==> src/rtl/readout_pkg.sv <==
// Shared types and constants for the ROI readout scheduler slice.
package readout_pkg;

  localparam int MAX_SITES = 128;
  localparam int RAM_LAT   = 1;
  localparam int ENG_LAT   = 4;
  localparam int CNT_W     = 8;
  // Outstanding counter needs room for ENG_LAT+1 in flight plus headroom.
  localparam int OUT_W     = $clog2(ENG_LAT + 2) + 1;

  typedef logic [6:0]  site_id_t;
  typedef logic [71:0] roi_t;

  typedef enum logic [2:0] {
    ST_IDLE  = 3'd0,
    ST_ISSUE = 3'd1,
    ST_DRAIN = 3'd2,
    ST_DONE  = 3'd3,
    ST_FLUSH = 3'd4
  } state_e;

  function automatic logic [CNT_W-1:0] clamp_sites(input logic [CNT_W-1:0] n);
    return (n > CNT_W'(MAX_SITES)) ? CNT_W'(MAX_SITES) : n;
  endfunction

endpackage

==> src/rtl/roi_fetch_delay.sv <==
// Valid+id shift register that tracks ROI RAM reads until the data word appears.
module roi_fetch_delay
  import readout_pkg::*;
#(
  parameter int DEPTH = 1
) (
  input  logic       i_clk,
  input  logic       i_rst_n,
  input  logic       i_valid,
  input  logic [6:0] i_id,
  output logic       o_valid,
  output logic [6:0] o_id,
  output logic       o_any
);

  logic [DEPTH-1:0] vld_sr;
  site_id_t         id_sr [DEPTH];

  always_ff @(posedge i_clk) begin
    if (!i_rst_n) begin
      vld_sr <= '0;
      for (int i = 0; i < DEPTH; i++) id_sr[i] <= '0;
    end else begin
      vld_sr[0] <= i_valid;
      id_sr[0]  <= i_id;
      for (int i = 1; i < DEPTH; i++) begin
        vld_sr[i] <= vld_sr[i-1];
        id_sr[i]  <= id_sr[i-1];
      end
    end
  end

  assign o_valid = vld_sr[DEPTH-1];
  assign o_id    = id_sr[DEPTH-1];
  assign o_any   = |vld_sr;

endmodule

==> src/rtl/roi_readout_scheduler.sv <==
// Per-shot sequencer: walks atom sites, feeds ROIs to the filter engine and
// gathers the per-site decisions into an occupancy bitmap for downstream logic.
module roi_readout_scheduler
  import readout_pkg::*;
(
  input  logic         i_clk,
  input  logic         i_rst_n,
  input  logic         i_start,
  input  logic         i_abort,
  input  logic [7:0]   i_num_sites,
  output logic         o_ram_rd_en,
  output logic [6:0]   o_ram_addr,
  input  logic [71:0]  i_ram_rdata,
  output logic         o_eng_valid,
  output logic [71:0]  o_eng_roi,
  output logic [6:0]   o_eng_id,
  input  logic         i_eng_valid,
  input  logic         i_eng_decision,
  input  logic [6:0]   i_eng_id,
  output logic         o_res_valid,
  input  logic         i_res_ready,
  output logic [127:0] o_res_bitmap,
  output logic [7:0]   o_res_count,
  output logic         o_busy,
  output logic         o_err
);

  // Result handshake: o_res_valid rises on entry to DONE and holds with the
  // bitmap/count stable until a cycle where i_res_ready is also high.
  state_e           state;
  logic [CNT_W-1:0] site_cnt;
  logic [CNT_W-1:0] n_lat;
  logic [OUT_W-1:0] outstanding;
  logic             dly_any;
  logic             drained;
  logic             collecting;
  logic             id_ok;
  logic [CNT_W-1:0] n_clamped;

  roi_fetch_delay #(.DEPTH(RAM_LAT)) u_fetch_delay (
    .i_clk   (i_clk),
    .i_rst_n (i_rst_n),
    .i_valid (o_ram_rd_en),
    .i_id    (o_ram_addr),
    .o_valid (o_eng_valid),
    .o_id    (o_eng_id),
    .o_any   (dly_any)
  );

  // RAM data lines up with the delay-line output, so it goes straight through.
  assign o_eng_roi  = i_ram_rdata;
  assign o_busy     = (state != ST_IDLE);
  assign n_clamped  = clamp_sites(i_num_sites);
  assign drained    = (outstanding == '0) && !dly_any && !o_ram_rd_en;
  assign collecting = (state == ST_ISSUE) || (state == ST_DRAIN);
  assign id_ok      = ({1'b0, i_eng_id} < n_lat);

  always_ff @(posedge i_clk) begin
    if (!i_rst_n) begin
      state       <= ST_IDLE;
      site_cnt    <= '0;
      n_lat       <= '0;
      o_ram_rd_en <= 1'b0;
      o_ram_addr  <= '0;
      o_res_valid <= 1'b0;
    end else begin
      case (state)
        ST_IDLE: begin
          if (i_start) begin
            n_lat <= n_clamped;
            if (n_clamped == '0) begin
              state       <= ST_DONE;
              o_res_valid <= 1'b1;
            end else begin
              state       <= ST_ISSUE;
              o_ram_rd_en <= 1'b1;
              o_ram_addr  <= '0;
              site_cnt    <= CNT_W'(1);
            end
          end
        end
        ST_ISSUE: begin
          if (i_abort) begin
            state       <= ST_FLUSH;
            o_ram_rd_en <= 1'b0;
          end else if (site_cnt == n_lat) begin
            state       <= ST_DRAIN;
            o_ram_rd_en <= 1'b0;
          end else begin
            o_ram_rd_en <= 1'b1;
            o_ram_addr  <= site_cnt[6:0];
            site_cnt    <= site_cnt + CNT_W'(1);
          end
        end
        ST_DRAIN: begin
          if (i_abort) begin
            state <= ST_FLUSH;
          end else if (drained) begin
            state       <= ST_DONE;
            o_res_valid <= 1'b1;
          end
        end
        ST_DONE: begin
          if (i_res_ready) begin
            state       <= ST_IDLE;
            o_res_valid <= 1'b0;
          end
        end
        ST_FLUSH: begin
          if (drained) state <= ST_IDLE;
        end
        default: begin
          state       <= ST_IDLE;
          o_ram_rd_en <= 1'b0;
          o_res_valid <= 1'b0;
        end
      endcase
    end
  end

  // Decrement saturates so a stray result cannot wrap the in-flight count.
  always_ff @(posedge i_clk) begin
    if (!i_rst_n) begin
      outstanding <= '0;
    end else if (o_eng_valid && !i_eng_valid) begin
      outstanding <= outstanding + OUT_W'(1);
    end else if (!o_eng_valid && i_eng_valid && (outstanding != '0)) begin
      outstanding <= outstanding - OUT_W'(1);
    end
  end

  always_ff @(posedge i_clk) begin
    if (!i_rst_n) begin
      o_res_bitmap <= '0;
      o_res_count  <= '0;
      o_err        <= 1'b0;
    end else if (state == ST_IDLE) begin
      if (i_start) begin
        o_res_bitmap <= '0;
        o_res_count  <= '0;
        o_err        <= 1'b0;
      end else if (i_eng_valid) begin
        o_err <= 1'b1;
      end
    end else if (collecting && i_eng_valid) begin
      if (id_ok) begin
        o_res_bitmap[i_eng_id] <= i_eng_decision;
        o_res_count            <= o_res_count + {7'b0, i_eng_decision};
      end else begin
        o_err <= 1'b1;
      end
    end
  end

endmodule
==> config.mk <==
export PLATFORM = sky130hd
export DESIGN_NAME = roi_readout_scheduler
export DESIGN_NICKNAME = d
export VERILOG_FILES = /design/src/rtl/readout_pkg.sv /design/src/rtl/roi_fetch_delay.sv /design/src/rtl/roi_readout_scheduler.sv
export SDC_FILE = /design/constraint.sdc
export NUM_CORES = 1
export LEC_CHECK = 0
export CAP_MARGIN = 20
export CORE_MARGIN = 2
export CORE_UTILIZATION = 32
export DETAILED_ROUTE_END_ITERATION = 8
export HOLD_SLACK_MARGIN = 0.02
export SLEW_MARGIN = 15
export SYNTH_ARGS = -nofsm -noshare
export SYNTH_HDL_FRONTEND = slang
export SYNTH_SLANG_ARGS = --single-unit
==> constraint.sdc <==
create_clock -name i_clk -period 2.6 [get_ports i_clk]
set_input_delay 0.52 -clock i_clk [delete_from_list [all_inputs] [get_ports i_clk]]
set_output_delay 0.52 -clock i_clk [all_outputs]
set_load 0.01 [all_outputs]
==> flow_summary.json <==
{
  "status": "finished, final reports clean",
  "cts.sinks": 177,
  "grt_pass1_vias": 8480,
  "fin_nets": 1464,
  "cts-root-buf": "clkbuf_16",
  "ios": 321,
  "core_area_mm2": 0.0306,
  "clk_latency_ns": 0.44,
  "worstReg2RegStart": "n_lat[3]",
  "maxCapViolCount": 0,
  "power.density_mw_per_mm2": 662,
  "clk_pin_slew_ns": 0.08,
  "h-tree-depth": 4,
  "antenna_cells": 0,
  "first_pass_iters": 5,
  "final_cell_mix": "225 x nor3_1, 177 x dfxtp_1, 176 x clkdlybuf4s50_1",
  "cp.required_ns": 2.08,
  "syn_area_mm2": 0.00993,
  "rows": 64,
  "n_fill_cell": 3085,
  "drc": 0,
  "met2_length_um": 13600,
  "setup_ws_ns": 0.145,
  "synth-seq-cells": 177,
  "hold_slack_ns": 0.456,
  "slowest_stage": "clkdlybuf4s50_1",
  "seq_area_mm2": 0.00354,
  "cp_max_fo": 15,
  "postSynthCellCount": 1264,
  "wl_per_cell_um": 17.7,
  "io_buffer_count": 176,
  "routed_via_density": 5.23,
  "syn_area_per_cell_um2": 7.86,
  "synth.net_count": 1370,
  "hp-start": "o_ram_addr[2]",
  "report.final.slew_viol_count": 0,
  "worstSetupPathType": "reg -> out",
  "peakVddDrop_v": 0.000434,
  "layout_min_cycle_time_ns": 2.46,
  "slowest_delay_ns": 0.51,
  "dr_wl_met3_um": 2320,
  "cts_made_buffers": 17,
  "multiInputGateArea_mm2": 0.00531,
  "timing.fmax_mhz": 407,
  "cp_cell_sequence": "buf_4 -> nor3_4 -> inv_2 -> clkdlybuf4s50_1",
  "grt_first_pass_wirelength_um": 48300,
  "wl_met1_um": 14400,
  "finalCritPeriodShare_pct": 94.4,
  "postPlaceCellArea_mm2": 0.0121,
  "grt_max_degree": 78,
  "synth-edff-count": 0,
  "drt_first_iter_violations": 691,
  "yosys_most_used_dff": "dfxtp_1",
  "final_common_cell": "nor3_1",
  "overflow": 0,
  "postRouteAntennaNets": 0,
  "fp.dieW_um": 180,
  "drt_wl_total_um": 31200,
  "cts_max_path_buffers": 2,
  "async_reset_ff_share_pct": 0,
  "hold_viol": 0,
  "gp_congestion": 0.902,
  "drive_gt1_share_pct": 10.5,
  "vias": 9247,
  "setup_violations": 0,
  "ys_seq_area_share_pct": 35.7,
  "grt.total_usage_pct": 18.4,
  "arrival_ns": 1.94,
  "cp-end-kind": "output pin",
  "start_util_pct": 32.5,
  "highest-signal-layer": "met4",
  "relSlewSlack_pct": 64.9,
  "finalClockSkew_ns": 0.0175,
  "die_h_um": 180,
  "final_area_mm2": 0.0127,
  "worst_pin_slew_ns": 0.524,
  "p_leak_nw": 4.83,
  "yosys_warnings": 0,
  "dp_hpwl_um": 21900,
  "min_path_type": "reg -> reg",
  "dieArea_mm2": 0.0325,
  "area_growth_pct": 28.1,
  "cts_tree": "done",
  "fin_util_pct": 41.6,
  "antenna_found_initial": 0,
  "synth_cell_types": 54,
  "cp-start-kind": "flip-flop",
  "place_ws_ns": -0.301,
  "cp-startpoint": "state[1]"
}
critical path: cells and delay by family, from the launching register on:
kind | cells | cell delay, ns
AND/OR/NAND/NOR | 1 | 0.34
buffers and inverters | 3 | 0.85
flip-flops | 1 | 0.32
sequential cells by signal, indices dropped and copies added, names as in the netlist:
name,cells
state,3
outstanding,4
o_res_bitmap,128
u_fetch_delay.id_sr,7
o_ram_addr,7
o_res_valid,1
n_lat,8
o_err,1
o_ram_rd_en,1
u_fetch_delay.o_any,1
site_cnt,8
o_res_count,8
final cells by class:
class / instances / area share, %
flip-flops and latches: 177 / 27.8
inverters: 20 / 0.590
well taps: 396 / 3.89
clock inverters: 14 / 1.32
clock buffers: 18 / 3.45
repair buffers: 273 / 21.2
multi-input cells: 869 / 41.7
worst paths after layout:
| path | endpoint | slack, ns | depth (start not counted) |
|---|---|---|---|
| hold / removal | u_fetch_delay.id_sr[0][2] | 0.46 | 2 |
| setup reg to reg | o_res_bitmap[67] | 0.30 | 8 |
| setup / recovery | o_busy | 0.14 | 4 |
| hold reg to reg | u_fetch_delay.id_sr[0][2] | 0.46 | 2 |
cells by family after synthesis:
logic type | synth area share (%)
xor+xnor | 1.23
buf+inv | 11.5
flops | 35.7
mux | 13.0
fa+ha+maj | 1.59
simple gates | 24.6
compound gates | 12.5
cells in the mapped netlist (all sizes together) (3+ instances only):
master	count	area, um2
nand2b	9	56.3
dfxtp	177	3540
a21oi	131	656
inv	20	75.1
clkbuf	89	334
o211ai	10	75.1
xnor2	5	43.8
o2111ai	13	114
nor3	226	1140
nor2	19	71.3
and2	4	25.0
nand4	4	25.0
o31ai	15	118
ha	11	138
nand3	20	105
or3	17	106
nand2	176	661
o32ai	5	43.8
nor3b	3	22.5
a211oi	6	50.1
nor4	5	31.3
xor2	9	78.8
nor2b	8	50.1
o21ai	6	30.0
mux2i	129	1290
buf	109	729
and3	5	31.3
a2111oi	3	38.8
nand3b	12	90.1
routing by layer:
metal  GRT usage [%]  vias to the layer above
li1                -                     4580
met1            24.8                     4309
met2            28.1                      297
met3            5.40                       61
met4            6.26                        0
met5               0                        -
where the power goes:
| part | leakage (nW) | internal [W] | switching [W] | total, W |
|---|---|---|---|---|
| Combinational | 3.11 | 0.00104 | 0.00185 | 0.00289 |
| Sequential | 1.43 | 0.00280 | 0.000107 | 0.00291 |
| Clock | 0.287 | 0.00132 | 0.00131 | 0.00263 |
| Total | 4.83 | 0.00517 | 0.00326 | 0.00843 |
metrics by stage:
stage               std cells  total power (W)  TNS, ns
floorplan                1264          0.00477        0
global placement         1735          0.00580   -15.87
detailed placement       1735          0.00583   -18.53
CTS                      1767          0.00848        0
global route             1767          0.00883  -0.0250
finish                   1767          0.00843        0
timing repair:
item / CTS / global route
resized for setup: 0 / 1
hold buffers: 0 / 0
endpoints found under the setup margin: 0 / 3
buffers inserted: 0 / 0
Note: power is estimated with default switching activity, not from simulation.
